$ cat src/rtl/color_pkg.sv
// Shared types and defaults for the colour-sensor frequency generator.
package color_pkg;

    typedef enum logic [1:0] {
        CH_OFF  = 2'd0,
        CH_HIGH = 2'd1,
        CH_LOW  = 2'd2
    } ch_state_e;

    localparam int GREEN_IDX      = 1;
    localparam int CLEAR_IDX      = 0;
    localparam int CNT_W_DEF      = 32;
    localparam int GREEN_HALF_DEF = 50;
    localparam int CLEAR_HALF_DEF = 75;

endpackage

$ cat src/rtl/freq_chan.sv
// One square-wave channel: OFF/HIGH/LOW FSM with shadowed half-period.
module freq_chan
    import color_pkg::*;
#(
    parameter int CNT_W    = CNT_W_DEF,
    parameter int HALF_RST = GREEN_HALF_DEF
) (
    input  logic             clk,
    input  logic             rst_n,
    input  logic             enable_i,
    input  logic             wr_i,
    input  logic [CNT_W-1:0] half_i,
    output logic             wave_o,
    output logic             pend_o,
    output logic             rise_o
);

    localparam logic [CNT_W-1:0] HALF_RST_C = CNT_W'(HALF_RST);

    ch_state_e        state_q, state_d;
    logic [CNT_W-1:0] cnt_q, cnt_d;
    logic [CNT_W-1:0] active_q, active_d;
    logic [CNT_W-1:0] shadow_q, shadow_d;
    logic             pend_q, pend_d;
    logic             wave_q, wave_d;

    logic [CNT_W-1:0] half_nxt;
    logic             at_end;

    assign half_nxt = pend_q ? shadow_q : active_q;
    assign at_end   = (cnt_q == active_q - CNT_W'(1));

    always_comb begin
        state_d  = state_q;
        cnt_d    = cnt_q;
        active_d = active_q;
        shadow_d = shadow_q;
        pend_d   = pend_q;
        wave_d   = wave_q;
        if (!enable_i) begin
            state_d  = CH_OFF;
            wave_d   = 1'b0;
            cnt_d    = '0;
            active_d = half_nxt;
            pend_d   = 1'b0;
        end else begin
            unique case (state_q)
                CH_OFF: begin
                    active_d = half_nxt;
                    pend_d   = 1'b0;
                    if (half_nxt != '0) begin
                        state_d = CH_HIGH;
                        wave_d  = 1'b1;
                        cnt_d   = '0;
                    end
                end
                CH_HIGH: begin
                    if (at_end) begin
                        state_d = CH_LOW;
                        wave_d  = 1'b0;
                        cnt_d   = '0;
                    end else begin
                        cnt_d = cnt_q + CNT_W'(1);
                    end
                end
                CH_LOW: begin
                    if (at_end) begin
                        // period boundary: the only safe point to swap halves
                        active_d = half_nxt;
                        pend_d   = 1'b0;
                        cnt_d    = '0;
                        if (half_nxt != '0) begin
                            state_d = CH_HIGH;
                            wave_d  = 1'b1;
                        end else begin
                            state_d = CH_OFF;
                            wave_d  = 1'b0;
                        end
                    end else begin
                        cnt_d = cnt_q + CNT_W'(1);
                    end
                end
                default: begin
                    state_d = CH_OFF;
                    wave_d  = 1'b0;
                    cnt_d   = '0;
                end
            endcase
        end
        if (wr_i) begin
            shadow_d = half_i;
            pend_d   = 1'b1;
        end
    end

    always_ff @(posedge clk or negedge rst_n) begin
        if (!rst_n) begin
            state_q  <= CH_OFF;
            cnt_q    <= '0;
            active_q <= HALF_RST_C;
            shadow_q <= '0;
            pend_q   <= 1'b0;
            wave_q   <= 1'b0;
        end else begin
            state_q  <= state_d;
            cnt_q    <= cnt_d;
            active_q <= active_d;
            shadow_q <= shadow_d;
            pend_q   <= pend_d;
            wave_q   <= wave_d;
        end
    end

    assign wave_o = wave_q;
    assign pend_o = pend_q;
    assign rise_o = (state_q != CH_HIGH) && (state_d == CH_HIGH);

endmodule

$ cat src/rtl/color_freq_gen.sv
// Dual-channel green/clear square-wave source with valid/ready period loading.
module color_freq_gen
    import color_pkg::*;
#(
    parameter int CNT_W          = CNT_W_DEF,
    parameter int GREEN_HALF_RST = GREEN_HALF_DEF,
    parameter int CLEAR_HALF_RST = CLEAR_HALF_DEF
) (
    input  logic             clk,
    input  logic             rst_n,
    input  logic             enable,
    input  logic             load,
    output logic             ready,
    input  logic [CNT_W-1:0] green_half,
    input  logic [CNT_W-1:0] clear_half,
    output logic [1:0]       sensor_freq,
    output logic [15:0]      green_edges
);

    logic        ready_q, ready_d;
    logic [15:0] edges_q, edges_d;
    logic        xfer;
    logic        g_wave, g_pend, g_rise;
    logic        c_wave, c_pend, c_rise;

    assign xfer = load && ready_q;

    freq_chan #(
        .CNT_W    (CNT_W),
        .HALF_RST (GREEN_HALF_RST)
    ) u_green (
        .clk      (clk),
        .rst_n    (rst_n),
        .enable_i (enable),
        .wr_i     (xfer),
        .half_i   (green_half),
        .wave_o   (g_wave),
        .pend_o   (g_pend),
        .rise_o   (g_rise)
    );

    freq_chan #(
        .CNT_W    (CNT_W),
        .HALF_RST (CLEAR_HALF_RST)
    ) u_clear (
        .clk      (clk),
        .rst_n    (rst_n),
        .enable_i (enable),
        .wr_i     (xfer),
        .half_i   (clear_half),
        .wave_o   (c_wave),
        .pend_o   (c_pend),
        .rise_o   (c_rise)
    );

    always_comb begin
        ready_d = ready_q;
        edges_d = edges_q;
        if (xfer) begin
            ready_d = 1'b0;
        end else if (!ready_q && !g_pend && !c_pend) begin
            ready_d = 1'b1;
        end
        if (g_rise) begin
            edges_d = edges_q + 16'd1;
        end
    end

    always_ff @(posedge clk or negedge rst_n) begin
        if (!rst_n) begin
            ready_q <= 1'b1;
            edges_q <= '0;
        end else begin
            ready_q <= ready_d;
            edges_q <= edges_d;
        end
    end

    assign ready                  = ready_q;
    assign green_edges            = edges_q;
    assign sensor_freq[GREEN_IDX] = g_wave;
    assign sensor_freq[CLEAR_IDX] = c_wave;

endmodule

$ cat config.mk
export PLATFORM = sky130hd
export DESIGN_NAME = color_freq_gen
export DESIGN_NICKNAME = d
export VERILOG_FILES = /design/src/rtl/color_pkg.sv /design/src/rtl/freq_chan.sv /design/src/rtl/color_freq_gen.sv
export SDC_FILE = /design/constraint.sdc
export NUM_CORES = 1
export LEC_CHECK = 0
export ABC_AREA = 1
export CAP_MARGIN = 20
export CORE_MARGIN = 2
export CORE_UTILIZATION = 54
export DETAILED_ROUTE_END_ITERATION = 10
export PLACE_DENSITY = 0.74
export REMOVE_ABC_BUFFERS = 1
export SLEW_MARGIN = 25
export SYNTH_ARGS = -nofsm -noshare
export SYNTH_HDL_FRONTEND = slang
export SYNTH_SLANG_ARGS = --single-unit
$ cat constraint.sdc
create_clock -name clk -period 5.4 [get_ports clk]
set_clock_uncertainty 0.15 [all_clocks]
set_input_delay 1.62 -clock clk [delete_from_list [all_inputs] [get_ports clk]]
set_output_delay 1.62 -clock clk [all_outputs]
set_load 0.05 [all_outputs]
==> metrics.txt <==
first-pass GRT wire length 58700 microns; crit-path max cell delay 0.95 ns; register area share after synthesis 39.3%; max-slew violation count 0; hold_sp u_clear.wave_o; combined area of all synthesized cells 0.0138 sq mm; worst reg2reg endpoint green_edges[8]; register bit total from synthesis 217; met1 Usage GRT 39.6%; CTS Hold Bufs 0; wire length per cell 15.7 microns; deepest clock path buffer count 3; Seq pwr share 36.9%; Post-CTS Setup Bufs 0; RSZ-0062 raised after global routing false; # fillers 2220; met3 usage 4.34%; Ports 87; largest family of logic cells by synthesized area simple AND/OR/NAND/NOR gates; DRC Markers 0; slew margin rel. 35.0%; Post-Synth Simple-Gate Area 29.6%; grt ovf 0; vias in the first global route 11854; reg-to-reg slack, setup 1.42 ns; critical path type register to register; Worst-Skew Late Latency 0.52 ns; xor/xnor share of the synthesized area 8.55%; number of H-tree levels 1; synthesis-to-layout area growth 14.7%; Site Rows 58; Routed WL 35300 microns; initial antenna violation count 0; Pre-Repair DR Iteration Count 5; Clock Sinks 217; CP arrival 4.29 ns; Int Power 4.44 mW; end of the worst hold path u_clear.wave_o; Pwr Total 7.36 mW; min-delay worst type register to register; Net Sw Frac 39.7%; Die Span Y 164 microns; die width 164 microns; grt met2 use 41.5%; Initial Utilization 54.9%; Compound-Gate Fraction of Synth Area 9.44%; Setup Total Neg Slack 0 ns; commonest non-fill, non-tap cells in the layout nand2_1, dfrtp_1, inv_1; CTS tree yes; Syn Inst Count 1833; fin crit share 73.7%; fraction of layout cells with a size suffix above 1 8.45%; Crit Path Max Fanout 30; via/cell ratio 5.51; Worst Tran Pin Value 0.972 ns; EDFF count, synth 0; worst r2r src u_green.pend_o; Reg2Reg Depth 14; Starting DRT DRC Count 962; setup violators final 0; crit path max-delay cell type dfrtp_1; clock network power share 25.7%; Layout Utilization 63.0%; crit-path cells buf_4 > nand2_1 > o21ai_0 > nand2_1 > nor3_1 > nand4_1 > nor2_1 > and2_1 > nand4_1 > nand3_1 > nand2_2 > nand3_4 > nand2_1 > nand2_1; Worst Setup End Kind register; remaining antenna violation count after routing 0; Worst VDD drop 0.000434 V; net switching power 2.92 mW; Ys Warns 0; crit start category register; port bufs 86; Avg Inst Size Synth 7.54 sq um; Min-Delay Path Depth 2; most common cell after layout, fill and taps aside nand2_1; ys async rst share 100%; # nets final 1980; Max Clock Freq 251 MHz; Pwr per Cell Area 464 mW/mm^2; area share of the largest cell type after synthesis 37.8%; number of max-cap violations 0; Gate power share 37.3%; synth top area cells dfrtp_1, nand2_1, xor2_1, inv_1, nor2_1; outcome complete, no violations; worst endpoint required time 5.71 ns; largest net degree at the start of global routing 101; Worst-path clk slew 0.06 ns; Antenna Diode Count 0; main flop type after synthesis dfrtp_1; Synth Area in Adders 1.18%; post-synth cell types 48; RePlAce Congestion 0.973; CORE AREA 0.0252 sq mm; hpwl dp 25900 microns; CP delay by family, top simple AND/OR/NAND/NOR gates; area leader, netlist dfrtp_1; total track usage 27.0%; Top cell by count, worst path nand2_1; Buf+Inv Stages, Crit Path 1; Pleak 7.00 nW; Post-CTS Resized 0; vias 12388; post-synthesis mux area share 4.19%; post-layout minimum cycle time 3.98 ns; clk root buf clkbuf_16; die area 0.0269 sq mm; CTS buffer count 25; Hold Vio Cnt, Final 0; gr busiest metal met2
final cells by class:
cell class	instances	area (sq um)	share of cell area, %
Timing Repair Buffer	96	953	6.01
Tap cell	330	413	2.60
Clock inverter	14	230	1.45
Clock buffer	31	698	4.40
Multi-Input combinational cell	1349	7350	46.3
Inverter	210	788	4.97
Sequential cell	217	5440	34.3
worst max-delay path by stage:
| stage | start | end | depth (start not counted) |
|---|---|---|---|
| 4_1_cts | u_green.pend_o | green_edges[7] | 14 |
| 6_report | u_green.pend_o | green_edges[8] | 14 |
| 3_5_place_dp | enable | green_edges[7] | 10 |
| 3_3_place_gp | enable | green_edges[3] | 10 |
| 2_1_floorplan | load | u_clear.shadow_q[0] | 2 |
| 5_1_grt | u_green.pend_o | green_edges[9] | 14 |
kinds of logic after synthesis:
logic type,Yosys count
compound gates,241
buf+inv,267
mux,52
simple gates,908
fa+ha+maj,13
xor+xnor,135
flops,217
registers in the layout, indices dropped and copies added, names as in the netlist:
register / count
u_clear.shadow_q: 32
u_green.state_q: 2
u_green.shadow_q: 32
u_green.active_q: 32
u_green.cnt_q: 32
u_green.pend_o: 1
u_clear.state_q: 2
ready: 1
u_clear.pend_o: 1
u_clear.cnt_q: 32
u_clear.wave_o: 1
u_clear.active_q: 32
green_edges: 16
u_green.wave_o: 1
Yosys cell counts (35+ instances only):
cell and count:
nand2_1 430, dfrtp_1 209, inv_1 203, nor2_1 195, o21ai_0 143, xor2_1 100
nand3_1 78, nand4_1 75, a21oi_1 48, mux2_2 47, nor3_1 39, xnor2_1 35
through the flow:
step	hold WS, ns	instance area [sq um]	setup WS [ns]	cells
4_1_cts	0.332	15900	1.47	2247
2_1_floorplan	0.324	13600	1.52	1776
3_5_place_dp	0.316	14900	1.10	2202
5_1_grt	0.372	15900	1.06	2247
3_3_place_gp	0.313	14900	1.19	2202
6_report	0.331	15900	1.42	2247
power by group through the flow:
stage,Combinational (mW),Sequential (mW),Clock [mW]
after floorplan,2.01,2.65,0
after global placement,2.64,2.71,0
after detailed placement,2.73,2.73,0
after CTS,2.75,2.71,1.93
after global routing,3.12,2.79,2.00
final,2.75,2.72,1.90
metal layers:
layer  vias to the layer above  part of all wire [%]
met2                       383                    44
li1                       6120                     -
met5                         -                     0
met1                      5825                    47
met4                         0                   2.2
met3                        60                   6.9
worst min-delay path: cells and delay by family (launching register included):
family,cells,cell delay (ns)
simple gates,2,0.10
flops,1,0.35
Power figures use the tool's default switching activity.
